$ cat src/rtl/chunked_add_ctrl.sv
// chunked_add_ctrl
//   Multi-cycle adder/subtractor that reuses one CHUNK-bit ripple adder over
//   NCH = WIDTH/CHUNK cycles, LSB chunk first, with the inter-chunk carry held
//   in a register. Subtraction is a + ~b + 1.
//
// Ports:
//   clk       rising-edge clock
//   rst_n     asynchronous active-low reset
//   start     request a new operation (ignored while busy)
//   op_sub    0: a + b + carry_In, 1: a - b
//   a, b      WIDTH-bit operands, sampled with start
//   carry_In  carry into bit 0 for add; ignored for subtract
//   busy      operation in progress
//   done      one-cycle pulse, result valid
//   sum       result register (updated only on completion)
//   carry_Out carry out of MSB (for subtract: 1 = no borrow)
//   overflow  signed two's-complement overflow of the result
module chunked_add_ctrl #(
    parameter int unsigned WIDTH = 32,
    parameter int unsigned CHUNK = 8
) (
    input  logic             clk,
    input  logic             rst_n,
    input  logic             start,
    input  logic             op_sub,
    input  logic [WIDTH-1:0] a,
    input  logic [WIDTH-1:0] b,
    input  logic             carry_In,
    output logic             busy,
    output logic             done,
    output logic [WIDTH-1:0] sum,
    output logic             carry_Out,
    output logic             overflow
);

    localparam int unsigned NCH   = WIDTH / CHUNK;
    localparam int unsigned IDX_W = (NCH > 1) ? $clog2(NCH) : 1;

    typedef enum logic [1:0] {
        IDLE,
        RUN,
        DONE
    } state_t;

    state_t           state;
    state_t           state_nxt;

    logic [WIDTH-1:0] op_a;
    logic [WIDTH-1:0] op_b;      // already inverted for subtract
    logic [WIDTH-1:0] work;
    logic [WIDTH-1:0] work_nxt;
    logic             carry_r;
    logic [IDX_W-1:0] idx;
    logic [CHUNK:0]   slice_add;
    logic             last;
    logic             accept;

    // Shared slice adder; work_nxt is the working register with the current
    // slice merged in, so the final load of sum sees the last slice too.
    always_comb begin
        slice_add = {1'b0, op_a[idx*CHUNK +: CHUNK]}
                  + {1'b0, op_b[idx*CHUNK +: CHUNK]}
                  + {{CHUNK{1'b0}}, carry_r};
        work_nxt = work;
        work_nxt[idx*CHUNK +: CHUNK] = slice_add[CHUNK-1:0];
        last = (idx == IDX_W'(NCH - 1));
    end

    always_ff @(posedge clk or negedge rst_n) begin
        if (!rst_n) begin
            state <= IDLE;
        end else begin
            state <= state_nxt;
        end
    end

    always_comb begin
        state_nxt = state;
        busy      = 1'b0;
        done      = 1'b0;
        accept    = 1'b0;
        case (state)
            IDLE: begin
                if (start) begin
                    accept    = 1'b1;
                    state_nxt = RUN;
                end
            end
            RUN: begin
                busy = 1'b1;
                if (last) begin
                    state_nxt = DONE;
                end
            end
            DONE: begin
                done = 1'b1;
                if (start) begin
                    accept    = 1'b1;
                    state_nxt = RUN;
                end else begin
                    state_nxt = IDLE;
                end
            end
            default: state_nxt = IDLE;
        endcase
    end

    always_ff @(posedge clk or negedge rst_n) begin
        if (!rst_n) begin
            op_a      <= '0;
            op_b      <= '0;
            work      <= '0;
            carry_r   <= 1'b0;
            idx       <= '0;
            sum       <= '0;
            carry_Out <= 1'b0;
            overflow  <= 1'b0;
        end else if (accept) begin
            op_a    <= a;
            op_b    <= op_sub ? ~b : b;
            carry_r <= op_sub ? 1'b1 : carry_In;
            idx     <= '0;
        end else if (state == RUN) begin
            work    <= work_nxt;
            carry_r <= slice_add[CHUNK];
            idx     <= idx + 1'b1;
            if (last) begin
                sum       <= work_nxt;
                carry_Out <= slice_add[CHUNK];
                overflow  <= (op_a[WIDTH-1] == op_b[WIDTH-1]) &&
                             (work_nxt[WIDTH-1] != op_a[WIDTH-1]);
            end
        end
    end

endmodule
$ cat config.mk
export PLATFORM = sky130hd
export DESIGN_NAME = chunked_add_ctrl
export DESIGN_NICKNAME = d
export VERILOG_FILES = /design/src/rtl/chunked_add_ctrl.sv
export SDC_FILE = /design/constraint.sdc
export NUM_CORES = 1
export LEC_CHECK = 0
export CORE_ASPECT_RATIO = 0.9
export CORE_MARGIN = 2
export CORE_UTILIZATION = 43
export CTS_CLUSTER_SIZE = 8
export DETAILED_ROUTE_END_ITERATION = 7
export DONT_BUFFER_PORTS = 1
export SLEW_MARGIN = 20
export SYNTH_ARGS = -nofsm -noshare
export SYNTH_HDL_FRONTEND = slang
export SYNTH_SLANG_ARGS = --single-unit
$ cat constraint.sdc
create_clock -name clk -period 3.4 [get_ports clk]
set_input_delay 0.68 -clock clk [delete_from_list [all_inputs] [get_ports clk]]
set_output_delay 0.68 -clock clk [all_outputs]
set_load 0.03 [all_outputs]
== Yosys cells after proc, flatten, opt, wreduce, memory -nomap -nowiden ==
Index checks and enable logic that the tools add are counted.
Word-level totals
  register bits after elaboration: 135
  logic and storage cells: 48
Operators by class
  add/subtract/negate cells: 4
  equal/unequal tests: 7
  shift operators: 4
  mux-type cells: 15
  bitwise logic cells: 2
  reductions and logical operators: 7
Operator list (number)
  $shiftx A32 B6 Y8: 2
  $neg A5 Y34: 1
  $shift A8 B34 Y32 const A: 1
  $shiftx A8 B34 Y32: 1
  $bwmux W32: 1
  $mux W32: 1
  $not A32 Y32: 1
  $add A8 B8 Y9: 1
  $add A9 B1 Y9: 1
  $mux W1: 8
  $mux W2: 4
  $pmux W2 S3: 1
  $eq A2 B2 Y1 const B: 2
  $ne A2 B2 Y1 const B: 2
  $reduce_and A2 Y1: 2
  $reduce_and A3 Y1: 1
  $add A2 B1 Y2 const B: 1
  $eq A2 B1 Y1 const B: 1
  $logic_not A2 Y1: 1
  $reduce_bool A2 Y1: 1
  $reduce_or A2 Y1: 1
  $eq A1 B1 Y1: 1
  $logic_and A1 B1 Y1: 1
  $ne A1 B1 Y1: 1
  $not A1 Y1: 1

== Logic depth before layout (Yosys ltp) ==
  depth after elaboration: 7
  depth in mapped cells: 11

== Worst setup path before layout ==
No wires, ideal clock.
  path kind: reg2reg
  start point: register idx[0]
  end point: register work[23]
  setup time: 0.121 ns
  data arrival time: 2.803 ns
  data required time: 3.279 ns
  setup slack: 0.476 ns
  cell stages (with the launch flop): 10
  period minus slack after synthesis: 2.924 ns
  cells stage by stage: dfrtp_1 -> buf_4 -> buf_2 -> mux4_2 -> ha_1 -> o211a_1 -> o31a_1 -> o31a_1 -> and2_4 -> a22o_1
Between the ends
  cells in the longest elaborated chain, start to end: 5
  elaborated cells between the ends (all ways): 8
  those cells by class: add/sub: 3; shift: 4; mux: 1
Ends and longest elaborated chain
  from (decl): line 53  | logic [IDX_W-1:0] idx;
  from (signal assigned): line 126  | idx <= idx + 1'b1;
  $shiftx A32 B6 Y8 (on tied branches): line 61, 62
  $add A8 B8 Y9: line 62  | + {1'b0, op_b[idx*CHUNK +: CHUNK]}
  $add A9 B1 Y9: line 63  | + {{CHUNK{1'b0}}, carry_r};
  $shiftx A8 B34 Y32: line 65  | work_nxt[idx*CHUNK +: CHUNK] = slice_add[CHUNK-1:0];
  $bwmux W32 *: line 65
  to (signal assigned): line 124  | work <= work_nxt;
  to (decl): line 50  | logic [WIDTH-1:0] work;
Mark *: on every way between the ends. The rest lies on a longest branch, timed or not.
A chain may end at the register's enable or synchronous reset.

== Final worst setup path ==
Ends and elaborated chain as after synthesis.

==> reports/qor.yml <==
outcome:
  status: "finished, violations left"
  violations: "hold timing"
place:
  hpwl_um: 10100
  routabilityCongestion: 0.865
  place_area_mm2: 0.00653
  io_buffers: 0
  dp.cells: 717
setup_path:
  critPathArrivalTime_ns: 3.38
  r2r_slack_ns: 0.33
  required_ns: 3.71
  worst-setup-path-type: "reg -> reg"
  startpoint_type: "flop"
  crit_fanout: 9
  crit_path_end_kind: "flop"
sta:
  fin_crit_sh_pct: 90.4
  grt_setup_unrepaired: "false"
  setup_viol: 0
  fmax_ghz: 0.325
  worst_pin_slew_ns: 0.976
  hold_slack_ns: -0.0459
  slew_headroom_pct: 34.9
  finalHoldViolCount: 135
  timing.setup.tns_ns: 0
  drv_slew: 0
  skew_ns: 0.00835
  min_period_ns: 3.07
min_path:
  hold_path.class: "in -> async"
global_route:
  grt_pass1_vias: 4263
  grt_max_degree: 136
  grt_pass1_wl_um: 23900
  grt_usage_pct: 19.8
  overflow: 0
  antenna_found_initial: 0
drt:
  ant_nets: 0
  vias_per_cell: 5.60
  dr.pass1.iters: 6
  vias: 4185
  drt_iter0_drc: 305
  drcViolationCount: 0
  wirelength_um: 14600
  wire_per_inst_um: 19.5
yosys:
  synth_top_area_share_pct: 53.2
  ys.flop_type: "dfrtp_1"
  ys.warnings.count: 0
  synth_edf_count: 0
  synthTopCellsByArea: "dfrtp_1 53%, mux2_2 5.7%, mux4_2 5.7%, xnor2_1 4.6%, a22o_1 4.4%"
  synth_cell_types: 41
  seq_area_frac_synth_pct: 53.2
  ys_ff_latch: 135
  synth_largest_area_cell: "dfrtp_1"
  synthArstFlopShare_pct: 100
  syn-cell-area_mm2: 0.00635
  synth_cells: 543
  syn_nets: 627
  syn-mean-instance-area_um2: 11.7
finish:
  num-fill-cells: 1339
  final_area_mm2: 0.00713
  final_cells: 747
  antennaDiodeCount: 0
  layout.nets: 622
  area_growth_pct: 12.2
  drive_gt1_share_pct: 17.1
cts:
  clk_path_buf_depth: 2
  clkLatencyLatePin_ns: 0.43
  clkTransAtPathRegs_ns: 0.05
  cts_root_buffer: "clkbuf_16"
  clock_sinks: 135
  cts_tree: "yes"
  numCtsBuffers: 17
  cts_resized: 0
  post_cts_buffers: 0
  htree_levels: 4
floorplanning:
  start_util_pct: 43.6
  core_area_mm2: 0.0146
  die-width_um: 132
  rows: 42
  dieArea_mm2: 0.0158
  die_h_um: 119
  num_io_pins: 105
job:
  maxCapViolCount: 0
cells in the final DEF, fill, tap and decap left out, drive strengths merged:
master    instances
nand2b            4
xnor2            33
and3              2
o211a             2
o31ai             1
a21o              3
a32oi            11
clkinv            3
clkbuf           22
nand2            58
dfrtp           135
nor2             43
a211oi            1
nor4              1
nand3             2
bufinv            3
clkinvlp          3
o2111ai           1
a31oi             2
nor2b             3
a21oi             4
nor3              2
o2111a            1
buf              11
a221oi           19
a22oi             2
a22o             32
and2              8
mux4             16
mux2             32
or3               3
fa                2
nor4b             1
inv              12
o31a              2
xor2              1
o21ai            52
o211ai            1
o21a              2
ha               13
worst max-delay path: stages (launching register included):
cell	delay (ns)
dfrtp_1	0.51
buf_4	0.28
mux4_2	0.56
ha_1	0.29
nor2b_1	0.15
o31a_1	0.31
o31a_1	0.42
and2_4	0.21
a22o_1	0.23
area by class of cell:
cell class	count	area, um2	area share (%)
Sequential cell	135	3380	47.4
Clock inverter	8	123	1.72
Clock buffer	22	474	6.65
Timing Repair Buffer	11	82.6	1.16
Tap cell	198	248	3.48
Multi-Input combinational cell	360	2770	38.9
Inverter	13	48.8	0.685
cells in the mapped netlist (all sizes together) (4+ instances only):
library cell  count
nand2            58
ha               13
o21ai            52
xnor2            33
a32oi            11
dfrtp           135
inv              12
a22o             32
mux2             32
a21oi             4
and2              8
nor2             43
nand2b            4
buf              19
a221oi           19
mux4             16
clkbuf           16
stage by stage:
step	hold slack (ns)	util, %	setup WS [ns]
after detailed placement	0.391	44.9	0.312
after global routing	-0.0598	49.0	0.0732
after global placement	0.391	44.9	0.412
after floorplan	0.384	-	0.476
after CTS	-0.0550	49.0	0.296
final	-0.0459	49.0	0.328
metal layers:
layer,vias up,share of wire (%),GRT usage [%]
met1,2101,46,27.7
met3,22,5.0,5.07
met2,119,47,29.6
li1,1943,-,-
met5,-,0,0
met4,0,2.1,7.81
kinds of logic (layout without fill, tap and decap cells):
group / count (synthesis) / in the layout / share of synthesized area [%]
XOR/XNOR: 34 / 34 / 4.69
adder cells (fa/ha/maj): 15 / 15 / 3.19
multiplexers: 48 / 48 / 11.3
flip-flops: 135 / 135 / 53.2
AO/OA/AOI/OAI: 136 / 136 / 15.4
AND/OR/NAND/NOR: 127 / 127 / 8.89
buffers and inverters: 48 / 54 / 3.25
path summary, 6_finish.rpt:
path                                      from                    to  cells past startpoint
setup / recovery            idx[0]$_DFFE_PN0P_  work[23]$_DFFE_PN0P_                      8
hold / removal                           rst_n    sum[3]$_DFFE_PN0P_                      0
setup reg to reg            idx[0]$_DFFE_PN0P_  work[23]$_DFFE_PN0P_                      8
hold reg to reg            op_b[4]$_DFFE_PN0P_   op_b[4]$_DFFE_PN0P_                      2
max in group asynchronous                rst_n  op_a[18]$_DFFE_PN0P_                      0
min in group clk                         a[10]  op_a[10]$_DFFE_PN0P_                      1
state kept, by name (all words and copies together) (netlist names):
| register | count |
|---|---|
| state | 2 |
| idx | 2 |
| sum | 32 |
| work | 32 |
| op_b | 32 |
| op_a | 32 |
| carry_r | 1 |
| carry_Out | 1 |
| overflow | 1 |
Power is not shown: default switching activity piles up to over one toggle a cycle in this logic, so the estimate is an artifact.
